### src/rtl/nand_reduce_pipe.sv
`default_nettype none
// +----------------------------------------------------------------------------+
// | nand_reduce_pipe                                                           |
// | Pipelined per-channel NAND/AND/NOR/OR reduction tree, valid/ready stages.  |
// | Rev 1.0 - initial release                                                  |
// +----------------------------------------------------------------------------+
module nand_reduce_pipe #(
  parameter int N_IN  = 9,
  parameter int N_CH  = 4,
  parameter int FANIN = 3
) (
  input  logic                 clk,
  input  logic                 rst,
  input  logic                 in_valid,
  output logic                 in_ready,
  input  logic [N_CH*N_IN-1:0] in_data,
  input  logic [1:0]           in_mode,
  output logic                 out_valid,
  input  logic                 out_ready,
  output logic [N_CH-1:0]      out_data,
  output logic [1:0]           out_mode
);

  // Bits per channel remaining after k tree levels.
  function automatic int lvl_width(input int k);
    int w;
    w = N_IN;
    for (int i = 0; i < k; i++) begin
      w = (w + FANIN - 1) / FANIN;
    end
    return w;
  endfunction

  function automatic int calc_lat();
    int w;
    int l;
    w = N_IN;
    l = 0;
    for (int i = 0; i < 64; i++) begin
      if (w > 1) begin
        w = (w + FANIN - 1) / FANIN;
        l = l + 1;
      end
    end
    return l;
  endfunction

  // Offset of stage k's register inside the flattened stage-data bus.
  function automatic int data_off(input int k);
    int o;
    o = 0;
    for (int i = 0; i < k; i++) begin
      o = o + N_CH * lvl_width(i + 1);
    end
    return o;
  endfunction

  localparam int LAT     = calc_lat();
  localparam int c_tot_w = data_off(LAT);

  logic [LAT-1:0]     r_valid;
  logic [LAT-1:0]     w_adv;
  logic [LAT-1:0]     w_up_valid;
  logic               w_all_v;
  logic [c_tot_w-1:0] w_data_all;
  logic [2*LAT-1:0]   w_mode_all;

  // A stage may advance unless it and every stage downstream are full and stalled.
  always_comb begin
    w_adv   = '0;
    w_all_v = 1'b1;
    for (int i = LAT - 1; i >= 0; i--) begin
      w_all_v  = w_all_v & r_valid[i];
      w_adv[i] = out_ready | ~w_all_v;
    end
  end

  always_comb begin
    w_up_valid    = '0;
    w_up_valid[0] = in_valid;
    for (int i = 1; i < LAT; i++) begin
      w_up_valid[i] = r_valid[i-1];
    end
  end

  always_ff @(posedge clk or posedge rst) begin
    if (rst) begin
      r_valid <= '0;
    end else begin
      for (int i = 0; i < LAT; i++) begin
        if (w_adv[i]) begin
          r_valid[i] <= w_up_valid[i];
        end
      end
    end
  end

  for (genvar k = 0; k < LAT; k++) begin : g_stage
    localparam int   c_wi   = lvl_width(k);
    localparam int   c_wo   = lvl_width(k + 1);
    localparam int   c_pw   = c_wo * FANIN;
    localparam logic c_last = (k == LAT - 1);

    logic [N_CH*c_wi-1:0] w_src;
    logic [1:0]           w_src_mode;
    logic [N_CH*c_pw-1:0] w_pad;
    logic [N_CH*c_wo-1:0] w_red;
    logic [N_CH*c_wo-1:0] r_data;
    logic [1:0]           r_mode;

    if (k == 0) begin : g_first
      assign w_src      = in_data;
      assign w_src_mode = in_mode;
    end else begin : g_next
      assign w_src      = w_data_all[data_off(k-1) +: N_CH*c_wi];
      assign w_src_mode = w_mode_all[2*(k-1) +: 2];
    end

    // Pad the tail group with the identity of the selected gate class; invert only at the root.
    always_comb begin
      w_pad = '0;
      w_red = '0;
      for (int c = 0; c < N_CH; c++) begin
        for (int p = 0; p < c_pw; p++) begin
          w_pad[c*c_pw + p] = (p < c_wi) ? w_src[c*c_wi + ((p < c_wi) ? p : 0)]
                                         : ~w_src_mode[1];
        end
        for (int g = 0; g < c_wo; g++) begin
          w_red[c*c_wo + g] = (w_src_mode[1] ? |w_pad[c*c_pw + g*FANIN +: FANIN]
                                             : &w_pad[c*c_pw + g*FANIN +: FANIN])
                              ^ (c_last & ~w_src_mode[0]);
        end
      end
    end

    // Data only loads with a valid beat so idle X on in_data never enters the pipe.
    always_ff @(posedge clk or posedge rst) begin
      if (rst) begin
        r_data <= '0;
        r_mode <= 2'b00;
      end else if (w_adv[k] && w_up_valid[k]) begin
        r_data <= w_red;
        r_mode <= w_src_mode;
      end
    end

    assign w_data_all[data_off(k) +: N_CH*c_wo] = r_data;
    assign w_mode_all[2*k +: 2]                 = r_mode;
  end

  assign in_ready  = w_adv[0];
  assign out_valid = r_valid[LAT-1];
  assign out_data  = w_data_all[data_off(LAT-1) +: N_CH];
  assign out_mode  = w_mode_all[2*(LAT-1) +: 2];

endmodule
`default_nettype wire

### config.mk
export PLATFORM = sky130hd
export DESIGN_NAME = nand_reduce_pipe
export DESIGN_NICKNAME = d
export VERILOG_FILES = /design/src/rtl/nand_reduce_pipe.sv
export SDC_FILE = /design/constraint.sdc
export NUM_CORES = 1
export LEC_CHECK = 0
export CAP_MARGIN = 15
export CORE_AREA = 2 2 57 59
export DETAILED_ROUTE_END_ITERATION = 8
export DIE_AREA = 0 0 59 61
export GPL_TIMING_DRIVEN = 1
export PLACE_DENSITY = 0.76
export SYNTH_ARGS = -nofsm -noshare
export SYNTH_HDL_FRONTEND = slang
export SYNTH_SLANG_ARGS = --single-unit
### constraint.sdc
create_clock -name clk -period 1.35 [get_ports clk]
set_input_delay 0.27 -clock clk [delete_from_list [all_inputs] [get_ports clk]]
set_output_delay 0.27 -clock clk [all_outputs]
set_load 0.005 [all_outputs]
# Yosys cells after proc, flatten, opt, wreduce, memory -nomap -nowiden
# Index checks and enable logic that the tools add are counted.
# totals
wordCells	66
output_inout_bits	8
in_bits	42
register_bits	22
# classes
bitwise_logic	10
muxes	16
n_reduce_logical	34
# op_table
op	count
$reduce_and A3 Y1	16
$reduce_or A3 Y1	16
$mux W1	16
$xor A1 B1 Y1	4
$not A1 Y1	3
$logic_and A1 B1 Y1	2
$or A1 B1 Y1	2
$and A1 B1 Y1	1

# Longest topological paths before layout
# logic_depth
word_depth	4
ltp_mapped	5
mapped_depth_nobuf	4

# Worst setup path after synthesis
# Ideal clock, no wire load.
# synth_timing
path_kind	register to register
start	register r_valid[1]
end	register g_stage[1].r_mode[0], in the netlist out_mode[0]
period_less_slack_ns	1.139
arrival_time_ns	1.014
n_path_buf	1
path_stages_with_launch	5
setup_ns	0.125
t_required_ns	1.225
path_slack_ns	0.211
cell_sequence	dfrtp_1 -> nand2b_1 -> and2_4 -> buf_6 -> mux2_4
# synth_between
elab_chain_len	3
# synth_rtl
element	line_no	text
start, declared	61	logic [LAT-1:0] r_valid;
start signal, assigned by index	92	r_valid[i] <= w_up_valid[i];
$not A1 Y1	74	w_adv[i] = out_ready | ~w_all_v;
$or A1 B1 Y1	74	
$logic_and A1 B1 Y1	141	end else if (w_adv[k] && w_up_valid[k]) begin
end signal, assigned	143	r_mode <= w_src_mode;
end, declared	109	logic [1:0] r_mode;
# No other way between the ends.
# A chain may end at the register's enable or synchronous reset.

# Worst setup path after layout
# layout_timing
start	register r_valid[1]
end	register g_stage[0].r_data[9]
# layout_between
elab_chain_len	4
# layout_rtl
element	line_no	text
$and A1 B1 Y1	73	w_all_v = w_all_v & r_valid[i];
$not A1 Y1	74	
$or A1 B1 Y1	74	
$logic_and A1 B1 Y1	141	
end signal, assigned	142	r_data <= w_red;
end, declared	108	logic [N_CH*c_wo-1:0] r_data;
# No other way between the ends.

==> results by group <==
CTS
  • CTS tree: built
  • Skew-Pair Late Insertion Delay: ~0.30 ns
  • CTS Buf Count: 3
  • CTS root buffer: clkbuf_4
  • CTS Buffer Depth: 2
  • Clock Sinks: 22
  • Clock-pin slew on the worst setup and hold paths: ~0.11 ns
  • H-tree levels: 1

Critical path
  • CP arrival: around 1.5 ns
  • Launching element type of the critical path: register
  • Worst reg2reg path depth: 6
  • Crit-path max cell delay: roughly 0.42 ns
  • CP Class: reg -> reg
  • CP Launch Point: r_valid[1]
  • Flop2flop setup slack: approximately 0.035 ns
  • Max Fanout on Critical Path: 20
  • Critical path's top delay family: buffers and inverters
  • Critical path capture point type: register
  • Reg-to-Reg Start: r_valid[1]
  • Worst reg2reg path endpoint: g_stage[0].r_data[9]
  • Req. time, crit path: 1.56 ns
  • Critical-path cell list: buf_6 > nand3b_4 > buf_4 > nand2_4 > buf_12 > o31ai_2
  • CP max stage cell: dfrtp_1
  • WP buf/inv: 3

Final layout
  • Nets: about 230
  • Most frequent cells in the layout: clkdlybuf4s50_1 (41), dfrtp_1 (22), a21oi_1 (20)
  • Final Cell Area: approximately 1800 um2
  • Share of post-route cells with drive strength above 1: 14.8%
  • Area Growth Syn to Fin: 52.6%
  • Commonest non-fill, non-tap cell in the layout: clkdlybuf4s50_1
  • # diodes: 0

Timing
  • Setup violators final: 0
  • Clk_skew: between 0.007 and 0.008 ns
  • Final number of max-transition violations: 0
  • RSZ-0062 raised after global routing: yes
  • Tcrit/Tclk final: ~97%
  • Fin. Hold Viols: 0
  • Peak Freq: 761 MHz
  • Worst slew margin: 81.3%
  • Final setup margin: ~0.035 ns
  • Min cycle time layout: approximately 1.3 ns
  • Worst slew pin tran: about 0.28 ns

Place
  • Placement Setup Slack: -0.323 ns
  • IO Port Bufs: slightly below 50
  • Cell Area, Placed: 1740 um2
  • RePlAce Congestion: between 0.7 and 0.8
  • Detailed placement HPWL: slightly above 2000 um

Route
  • Drt pass-1 iters: 4
  • Routed Antenna Nets: 0
  • Vias: 1104
  • Initial DRC Count: 11
  • Total wire length: approximately 2600 um
  • Via density: between 5 and 6
  • Drt wl/cell: 11.9 um
  • Residual DRC: 0

Synthesis
  • Cell area after synthesis: 1200 um2
  • Cell taking the most area after synthesis: dfrtp_1
  • Simple-gate share of the synthesized area: 13.1%
  • Yosys cell types: 20
  • Mux cell area share after synthesis: about 4.4%
  • Number of synthesis warnings: 0
  • Syn Nets: between 150 and 200
  • Seq/Total Area, Yosys: 46.0%
  • Largest family of logic cells by synthesized area: compound AO/OA/AOI/OAI gates
  • #FFs+latches synth: 22
  • Largest cells by area after synthesis: dfrtp_1 (46%), a21oi_1 (8.4%), o21a_1 (7.5%), o31ai_1 (7.5%), nor2_1 (5.0%)
  • Post-synthesis compound-gate area fraction: 26.8%
  • Post-Syn Instances: 129
  • Mapped Avg Cell Area: between 9 and 10 um2
  • Post-Synth XOR/XNOR Area: 2.93%
  • Top-area cell type share of the netlist area: between 40% and 50%
  • Fraction of the mapped netlist area in adder cells: 0%

Global route
  • Gr ovfl total: 0
  • Largest net degree at the start of global routing: 26
  • Initial antenna violation count: 0
  • Vias in the first global route: ~1100
  • First-pass GRT wire length: roughly 4300 um
  • Total Routing Usage GR: 15.5%

Flow run
  • Max-cap violations: 0

Floorplanning
  • Core Region: ~3000 um2
  • Die Wd: 59 um
  • Row count: 20
  • Die area: around 3600 um2
  • Die H: around 61 um
  • Io pins: 50
  • Initial Utilization: between 40% and 50%

Run status
  • Status: completed

Pwr
  • Pwr Density: between 900 and 1000 nW/um2
  • Max IR drop VDD: about 0.37 mV
  • Leak: 0.000780 uW

Hold path
  • Tightest Hold Check Type: in -> async
-- cells in the mapped netlist --
library cell  number
nand2_4            1
nor2_1            16
mux2_2             2
buf_6              3
buf_2              2
inv_1              5
buf_4              2
buf_1              1
nand3b_2           1
mux2_4             2
a21oi_1           20
xor2_1             4
nand2b_1           2
or2b_1             1
o21ai_0            8
o31ai_1           12
and2_4             1
nand2_1           12
dfrtp_1           22
o21a_1            12
-- final cells by class --
class | count | area [um2]
tap | 33 | 41.3
inverter | 5 | 18.8
sequential | 22 | 551
clock buffer | 3 | 22.5
fill | 263 | 1130
timing repair buffer | 59 | 581
multi-input combinational | 94 | 612
-- flip-flops by register name (all words and copies together) (netlist names) --
signal          count
out_data            4
out_mode            2
g_stage.r_mode      2
r_valid             2
g_stage.r_data     12
-- kinds of logic after synthesis --
family | after synthesis
DFF | 22
muxes | 4
buffers and inverters | 13
xor gates and xnor gates | 4
and+or+nand+nor | 34
AOI/OAI and AO/OA | 52
-- through the flow --
step,total power (uW),setup TNS [ns],hold WS (ns),std cells,util [%]
detailed placement,1500,-4.47,0.469,210,59.0
finish,1760,0,0.295,216,61.8
floorplan,1170,0,0.259,129,-
global route,1890,-0.177,0.308,216,61.8
CTS,1750,0,0.300,215,60.3
global placement,1470,-3.09,0.472,210,59.0
-- power by group --
| part | switching, uW | total [uW] | leakage (uW) | internal, uW |
|---|---|---|---|---|
| combinational | 238 | 607 | 0.000505 | 369 |
| clock | 181 | 285 | 0.0000138 | 104 |
| sequential | 86.6 | 869 | 0.000262 | 783 |
| total | 506 | 1760 | 0.000780 | 1260 |
-- worst max-delay path by stage --
| stage | endpoint | slack (ns) | cells past startpoint |
|---|---|---|---|
| global placement | in_ready | -0.27 | 3 |
| detailed placement | in_ready | -0.32 | 3 |
| global route | g_stage[0].r_data[9] | -0.03 | 6 |
| finish | g_stage[0].r_data[9] | 0.04 | 6 |
| CTS | g_stage[0].r_data[4] | 0.004 | 6 |
| floorplan | out_mode[0] | 0.21 | 4 |
-- metal layers --
layer,global-route usage [%],vias to the layer above,share of wire (%)
met5,0,-,0
met1,17.3,501,40
met2,28.6,37,52
met3,4.05,9,6.2
li1,-,557,-
met4,5.19,0,2.2
-- tightest hold or removal path: cells and delay by family --
family                 cells  cell delay [ns]
buffers and inverters      3             0.72
-- what timing repair did --
item	in CTS	in global routing
gates resized for setup	13	7
buffers inserted	2	1
pin swaps	0	2
cloned	0	0
hold buffers	0	0
endpoints found under the setup margin	8	13
(Power assumes the default switching activity.)
